`src/rtl/la_spi_seq_pkg.sv`:
```
// rtl/la_spi_seq_pkg.sv - shared types, defaults and helpers for the LA SPI sequencer
// Contents:
//   DEF_MAX_BITS, DEF_LEN_W, DEF_HALF  default parameter values
//   state_e                            sequencer states
//   tgt_e                              SPI slave selected for a transfer
//   csb_active(), phase_timed()        state classification helpers
package la_spi_seq_pkg;

  localparam int DEF_MAX_BITS = 80;
  localparam int DEF_LEN_W    = 7;
  localparam int DEF_HALF     = 2;

  typedef enum logic [2:0] {
    IDLE,
    CHECK,
    WAIT_VB,
    SETUP,
    SHIFT_HI,
    SHIFT_LO,
    HOLD,
    GAP
  } state_e;

  typedef enum logic {
    TGT_VEC,
    TGT_REG
  } tgt_e;

  // States during which the selected slave's csb is driven low.
  function automatic logic csb_active(state_e s);
    return (s == SETUP) || (s == SHIFT_HI) || (s == SHIFT_LO) || (s == HOLD);
  endfunction

  // States that last exactly HALF clk cycles.
  function automatic logic phase_timed(state_e s);
    return csb_active(s) || (s == GAP);
  endfunction

endpackage

```
`src/rtl/spi_tx_shifter.sv`:
```
// rtl/spi_tx_shifter.sv - payload shift register, bit counter and SCLK half-period divider
// Ports:
//   clk_i, rst_ni         clock, asynchronous active-low reset
//   load_i, data_i        latch a new left-aligned payload and clear the bit counter
//   len_i                 number of bits in the current transfer (held by the caller)
//   state_i, state_d_i    sequencer state this cycle / next cycle
//   half_end_o            current timed phase is in its last cycle
//   last_bit_o            the bit on the wire is bit len-1
//   hcnt_o                cycle index within the current timed phase
//   sclk_d_o, mosi_d_o    next-cycle SCLK/MOSI, registered per target by the caller
module spi_tx_shifter
  import la_spi_seq_pkg::*;
#(
  parameter int MAX_BITS = DEF_MAX_BITS,
  parameter int LEN_W    = DEF_LEN_W,
  parameter int HALF     = DEF_HALF
) (
  input  logic                clk_i,
  input  logic                rst_ni,
  input  logic                load_i,
  input  logic [MAX_BITS-1:0] data_i,
  input  logic [LEN_W-1:0]    len_i,
  input  state_e              state_i,
  input  state_e              state_d_i,
  output logic                half_end_o,
  output logic                last_bit_o,
  output logic [7:0]          hcnt_o,
  output logic                sclk_d_o,
  output logic                mosi_d_o
);

  logic [MAX_BITS-1:0] sreg_q;
  logic [LEN_W-1:0]    bcnt_q;
  logic [7:0]          hcnt_q;
  logic                enter_lo;

  // The payload advances exactly when a bit's high phase ends and its low
  // phase begins, so the MSB of sreg_q is always the bit on the wire.
  assign enter_lo = (state_i == SHIFT_HI) && (state_d_i == SHIFT_LO);

  always_ff @(posedge clk_i or negedge rst_ni) begin
    if (!rst_ni) begin
      sreg_q <= '0;
      bcnt_q <= '0;
      hcnt_q <= '0;
    end else begin
      if (load_i) begin
        sreg_q <= data_i;
        bcnt_q <= '0;
      end else if (enter_lo) begin
        sreg_q <= {sreg_q[MAX_BITS-2:0], 1'b0};
        bcnt_q <= bcnt_q + LEN_W'(1);
      end
      // Restart on every phase change; outside timed phases it stays at 0,
      // so waiting for vblank can never wrap it.
      if ((state_d_i == state_i) && phase_timed(state_i)) begin
        hcnt_q <= hcnt_q + 8'd1;
      end else begin
        hcnt_q <= '0;
      end
    end
  end

  assign half_end_o = (hcnt_q == 8'(HALF - 1));
  assign last_bit_o = (bcnt_q == (len_i - LEN_W'(1)));
  assign hcnt_o     = hcnt_q;

  always_comb begin
    sclk_d_o = (state_d_i == SHIFT_HI);
    mosi_d_o = 1'b0;
    if (enter_lo) begin
      mosi_d_o = sreg_q[MAX_BITS-2];
    end else if ((state_d_i == SETUP) || (state_d_i == SHIFT_HI) || (state_d_i == SHIFT_LO)) begin
      mosi_d_o = sreg_q[MAX_BITS-1];
    end
  end

endmodule

```
`src/rtl/la_spi_sequencer.sv`:
```
// rtl/la_spi_sequencer.sv - round-robin SPI write sequencer for rbzero vec/reg slaves
// Ports:
//   i_clk, i_reset_n                    clock, asynchronous active-low reset
//   i_vblank                            rbzero vertical blanking
//   i_vec_valid/data/len/sync, o_vec_ready   vector write request
//   i_reg_valid/data/len/sync, o_reg_ready   register write request
//   o_vec_csb/sclk/mosi                 SPI mode-0 lines to the vec slave
//   o_reg_csb/sclk/mosi                 SPI mode-0 lines to the reg slave
//   o_busy                              transfer accepted and not complete
//   o_done                              one-cycle pulse on completion
//   o_err                               one-cycle pulse on a rejected length
module la_spi_sequencer
  import la_spi_seq_pkg::*;
#(
  parameter int MAX_BITS = DEF_MAX_BITS,
  parameter int LEN_W    = DEF_LEN_W,
  parameter int HALF     = DEF_HALF
) (
  input  logic                i_clk,
  input  logic                i_reset_n,
  input  logic                i_vblank,
  input  logic                i_vec_valid,
  input  logic [MAX_BITS-1:0] i_vec_data,
  input  logic [LEN_W-1:0]    i_vec_len,
  input  logic                i_vec_sync,
  output logic                o_vec_ready,
  input  logic                i_reg_valid,
  input  logic [MAX_BITS-1:0] i_reg_data,
  input  logic [LEN_W-1:0]    i_reg_len,
  input  logic                i_reg_sync,
  output logic                o_reg_ready,
  output logic                o_vec_csb,
  output logic                o_vec_sclk,
  output logic                o_vec_mosi,
  output logic                o_reg_csb,
  output logic                o_reg_sclk,
  output logic                o_reg_mosi,
  output logic                o_busy,
  output logic                o_done,
  output logic                o_err
);

  state_e              state_q, state_d;
  tgt_e                tgt_q, grant_tgt;
  logic [LEN_W-1:0]    len_q, grant_len;
  logic [MAX_BITS-1:0] grant_data;
  logic                sync_q, grant_sync;
  logic                ready_q, busy_q, done_q, err_q;
  logic                vb_q, vb_prev_q, vb_rise_q;
  logic                vec_csb_q, vec_sclk_q, vec_mosi_q;
  logic                reg_csb_q, reg_sclk_q, reg_mosi_q;
  logic                grant_vec, accept, len_bad_in, len_bad_q;
  logic                half_end, last_bit, sclk_d, mosi_d;
  logic [7:0]          hcnt;

  // tgt_q doubles as the last-grant flag: on a tie the other side wins.
  assign grant_vec  = i_vec_valid && (!i_reg_valid || (tgt_q == TGT_REG));
  assign grant_tgt  = grant_vec ? TGT_VEC : TGT_REG;
  assign grant_len  = grant_vec ? i_vec_len : i_reg_len;
  assign grant_data = grant_vec ? i_vec_data : i_reg_data;
  assign grant_sync = grant_vec ? i_vec_sync : i_reg_sync;
  assign accept     = (state_q == IDLE) && ready_q && (i_vec_valid || i_reg_valid);

  assign len_bad_in = (grant_len == '0) || (grant_len > LEN_W'(MAX_BITS));
  assign len_bad_q  = (len_q == '0) || (len_q > LEN_W'(MAX_BITS));

  always_comb begin
    state_d = state_q;
    case (state_q)
      IDLE:     if (accept) state_d = CHECK;
      CHECK:    state_d = len_bad_q ? IDLE : (sync_q ? WAIT_VB : SETUP);
      WAIT_VB:  if (vb_rise_q) state_d = SETUP;
      SETUP:    if (half_end) state_d = SHIFT_HI;
      SHIFT_HI: if (half_end) state_d = last_bit ? HOLD : SHIFT_LO;
      SHIFT_LO: if (half_end) state_d = SHIFT_HI;
      HOLD:     if (half_end) state_d = GAP;
      GAP:      if (half_end) state_d = IDLE;
      default:  state_d = IDLE;
    endcase
  end

  // All status and SPI outputs are registered from the next state, so each
  // pin changes on the same edge as the state it belongs to.
  always_ff @(posedge i_clk or negedge i_reset_n) begin
    if (!i_reset_n) begin
      state_q    <= IDLE;
      tgt_q      <= TGT_REG;
      len_q      <= '0;
      sync_q     <= 1'b0;
      ready_q    <= 1'b0;
      busy_q     <= 1'b0;
      done_q     <= 1'b0;
      err_q      <= 1'b0;
      vb_q       <= 1'b0;
      vb_prev_q  <= 1'b0;
      vb_rise_q  <= 1'b0;
      vec_csb_q  <= 1'b1;
      vec_sclk_q <= 1'b0;
      vec_mosi_q <= 1'b0;
      reg_csb_q  <= 1'b1;
      reg_sclk_q <= 1'b0;
      reg_mosi_q <= 1'b0;
    end else begin
      state_q <= state_d;
      if (accept) begin
        tgt_q  <= grant_tgt;
        len_q  <= grant_len;
        sync_q <= grant_sync;
      end
      ready_q <= (state_d == IDLE);
      // A rejected request is never reported busy, even during its CHECK cycle.
      busy_q  <= (state_d != IDLE) && !(accept && len_bad_in);
      err_q   <= accept && len_bad_in;
      // Fire in the final GAP cycle: hcnt restarts at 0 on GAP entry.
      done_q  <= (state_d == GAP) &&
                 ((state_q == GAP) ? (hcnt == 8'(HALF - 2)) : (HALF == 1));
      vb_q      <= i_vblank;
      vb_prev_q <= vb_q;
      vb_rise_q <= vb_q && !vb_prev_q;
      vec_csb_q  <= !(csb_active(state_d) && (tgt_q == TGT_VEC));
      vec_sclk_q <= sclk_d && (tgt_q == TGT_VEC);
      vec_mosi_q <= mosi_d && (tgt_q == TGT_VEC);
      reg_csb_q  <= !(csb_active(state_d) && (tgt_q == TGT_REG));
      reg_sclk_q <= sclk_d && (tgt_q == TGT_REG);
      reg_mosi_q <= mosi_d && (tgt_q == TGT_REG);
    end
  end

  spi_tx_shifter #(
    .MAX_BITS (MAX_BITS),
    .LEN_W    (LEN_W),
    .HALF     (HALF)
  ) u_shifter (
    .clk_i      (i_clk),
    .rst_ni     (i_reset_n),
    .load_i     (accept),
    .data_i     (grant_data),
    .len_i      (len_q),
    .state_i    (state_q),
    .state_d_i  (state_d),
    .half_end_o (half_end),
    .last_bit_o (last_bit),
    .hcnt_o     (hcnt),
    .sclk_d_o   (sclk_d),
    .mosi_d_o   (mosi_d)
  );

  assign o_vec_ready = ready_q;
  assign o_reg_ready = ready_q;
  assign o_vec_csb   = vec_csb_q;
  assign o_vec_sclk  = vec_sclk_q;
  assign o_vec_mosi  = vec_mosi_q;
  assign o_reg_csb   = reg_csb_q;
  assign o_reg_sclk  = reg_sclk_q;
  assign o_reg_mosi  = reg_mosi_q;
  assign o_busy      = busy_q;
  assign o_done      = done_q;
  assign o_err       = err_q;

endmodule

```
`config.mk`:
```
export PLATFORM = sky130hd
export DESIGN_NAME = la_spi_sequencer
export DESIGN_NICKNAME = d
export VERILOG_FILES = /design/src/rtl/la_spi_seq_pkg.sv /design/src/rtl/spi_tx_shifter.sv /design/src/rtl/la_spi_sequencer.sv
export SDC_FILE = /design/constraint.sdc
export NUM_CORES = 1
export LEC_CHECK = 0
export ABC_AREA = 0
export CORE_MARGIN = 1
export CORE_UTILIZATION = 54
export CTS_BUF_LIST = sky130_fd_sc_hd__clkbuf_8
export DETAILED_ROUTE_END_ITERATION = 8
export PLACE_DENSITY = 0.89
export RECOVER_POWER = 100
export SLEW_MARGIN = 30
export SYNTH_ARGS = -nofsm -noshare
export SYNTH_HDL_FRONTEND = slang
export SYNTH_SLANG_ARGS = --single-unit
```
`constraint.sdc`:
```
create_clock -name i_clk -period 4.6 [get_ports i_clk]
set_input_delay 0.92 -clock i_clk [delete_from_list [all_inputs] [get_ports i_clk]]
set_output_delay 0.92 -clock i_clk [all_outputs]
set_load 0.03 [all_outputs]
```
==> flow_metrics.tcl <==
set metrics [dict create \
    outcome "complete, but fails checks" \
    violations "capacitance limit, slew limit" \
    core_um2 12200 \
    final-max-slew-violation-count 42 \
    final.setup.tns_ns 0 \
    hpwl_um 12600 \
    clkSinkCount 120 \
    grt_first_pass_wirelength_um 29400 \
    timing.fmax_ghz 0.277 \
    finalWeightedCongestion 0.843 \
    die_y_um 115 \
    irDropWorstVdd_v 0.000206 \
    dpl_worst_slack_ns 1.31 \
    first_global_vias 6242 \
    critPathCaptureType "flip-flop" \
    cts_hold_buffers 0 \
    worstPathRequired_ns 4.86 \
    htree_levels 4 \
    start_util_pct 56.2 \
    path_max_fanout 58 \
    synth-seq-cells 120 \
    cts_tree "done" \
    vias_per_cell 6.14 \
    port_buffers 191 \
    drc 0 \
    drv_cap 1 \
    setup_slack_ns 0.995 \
    clockBufferDepth 2 \
    rsz0062_at_grt "no" \
    worstPathArrival_ns 3.87 \
    clock_tree.root_cell "clkbuf_8" \
    final.min_clock_period_ns 3.61 \
    syn_nets 878 \
    num_rows 40 \
    synth_ff_type "dfrtp_1" \
    wl_um 18300 \
    syn_area_um2 6870 \
    postCtsSetupRepairBufs 0 \
    critPathLaunchType "flip-flop" \
    synth_top_area_share_pct 42.6 \
    synthCells 691 \
    hold_viol 0 \
    crit_type "flip-flop to flip-flop" \
    worstMarginPinSlew_ns 2.18 \
    ys_top_cells_by_count "117 x dfrtp_1, 94 x nand2_1, 87 x mux2i_1" \
    grt-ovfl-total 0 \
    setup_violations 0 \
    synth_edf_count 0 \
    yosysWarnings 0 \
    vias 6315 \
    cts_resized 0 \
    slew_headroom_pct -45.4 \
    dr.first_iter.drc_count 520 \
    hp-class "flip-flop to flip-flop" \
    rrSetupSlack_ns 0.99 \
    synth_area_leaders "dfrtp_1 43%, mux2i_1 13%, o221ai_1 10%" \
    leakage_uw 0.00408 \
    drive_gt1_share_pct 6.16 \
    antenna_cells 0 \
    syn_to_final_growth_pct 34.7 \
    cts.clk_slew.worst_paths_ns 0.06 \
    fin_skew_ns 0.00864 \
    antenna_found_initial 0 \
    nets 1034 \
    post_drt_wl_per_cell_um 17.8 \
    ioPinCount 192 \
    ant_nets 0 \
    fp.dieW_um 115 \
    seq_area_frac_synth_pct 43.8 \
    multiInputGateArea_um2 3530 \
    grt_usage_pct 28.7 \
    insertion_delay_ns 0.44 \
    avgSynthCellArea_um2 9.94 \
    p_per_area_nw_per_um2 507 \
    firstDrtPassIters 8 \
    synth.most_common_cell "dfrtp_1" \
    synth.distinct_cells 55 \
    grt_max_degree 82 \
    synth_area_leader_cell "dfrtp_1" \
    numCtsBuffers 17 \
    regArea_um2 3010 \
    async_flop_share_pct 100 \
    fillCellCount 818 \
    dieArea_um2 13200 \
    period_share_pct 78.4 \
]
## flip-flops by register name, indices dropped and copies added (netlist names), 3 cells and up
signal	cells
u_shifter.hcnt_o	8
u_shifter.bcnt_q	7
u_shifter.sreg_q	80
state_q	3
len_q	7
## worst max-delay path: stages (launching register included)
cell	delay (ns)
dfrtp_1	0.45
inv_1	0.11
ha_1	0.16
or3b_1	0.42
a21o_1	0.18
a31oi_1	0.24
o21a_1	0.98
buf_4	0.57
or3_1	0.20
o221ai_1	0.12
## layout make-up
cell class	count	area share [%]
repair buffers	200	21.5
clock inverters	11	1.93
inverters	11	0.446
flip-flops and latches	120	32.5
multi-input cells	497	38.2
clock buffers	21	3.12
well taps	168	2.27
## path summary, 6_finish.rpt
kind / endpoint / cells after the start / from
min in group asynchronous: u_shifter.sreg_q[66]$_DFFE_PN0P_ / 1 / i_reset_n
setup / recovery: u_shifter.sreg_q[32]$_DFFE_PN0P_ / 9 / len_q[0]$_DFFE_PN0P_
setup reg to reg: u_shifter.sreg_q[32]$_DFFE_PN0P_ / 9 / len_q[0]$_DFFE_PN0P_
hold / removal: vb_prev_q$_DFF_PN0_ / 0 / vb_q$_DFF_PN0_
hold reg to reg: vb_prev_q$_DFF_PN0_ / 0 / vb_q$_DFF_PN0_
max in group asynchronous: u_shifter.sreg_q[54]$_DFFE_PN0P_ / 2 / i_reset_n
## routing by layer
| layer | up-vias | routed length [um] | GRT usage, % |
|---|---|---|---|
| li1 | 2905 | - | - |
| met5 | - | 0 | 0 |
| met4 | 0 | 276 | 8.66 |
| met1 | 3075 | 7260 | 34.9 |
| met2 | 308 | 9440 | 50.5 |
| met3 | 27 | 1350 | 7.01 |
## logic make-up after synthesis
kind of cell	Yosys count	synth area share, %
AOI/OAI and AO/OA	141	16.1
xor gates and xnor gates	15	2.11
adders and majority gates	6	1.09
buffers and inverters	74	4.75
DFF	120	43.8
muxes	91	13.3
and+or+nand+nor	244	18.8
## cell usage in the layout (no fill, tap or decap), types with 4 or more instances in the layout
cell             synthesis  routed
nor4_1                   3       4
dlygate4sd3_1            0      14
nand2_1                 94      93
and3_1                   5       5
xor2_1                  10      10
inv_1                   11      14
xnor2_1                  4       4
mux2_2                   4       4
o21ai_0                 14      15
clkbuf_8                 0      21
or3_1                   77      77
nor2_1                  12      12
dfrtp_1                117     117
bufinv_16                0       5
clkdlybuf4s50_1          0     176
nand3_1                 15      14
a211oi_1                 4       4
nand2b_1                 5       5
nor3_1                   6       6
buf_4                    3       5
o21a_1                   4       5
ha_1                     6       6
o221ai_1                79      79
mux2i_1                 87      87
o211ai_1                 7       7
a21oi_1                 11      11
o31ai_1                  4       4
or4_1                    4       4
## power breakdown
group	switching, uW	internal (uW)
logic	961	833
clock network	410	696
registers	282	1510
## through the flow
stage / hold WS, ns / total power, uW / instance area, um2 / std cells / utilization (%)
floorplan: 0.347 / 3020 / 6870 / 691 / -
global placement: 0.358 / 3450 / 8820 / 996 / 72.2
detailed placement: 0.355 / 3580 / 8820 / 996 / 72.2
CTS: 0.370 / 4710 / 9290 / 1028 / 76.1
global route: 0.387 / 4970 / 9250 / 1028 / 75.8
finish: 0.368 / 4700 / 9250 / 1028 / 75.8
No activity file was read; power rests on OpenSTA's default activity.
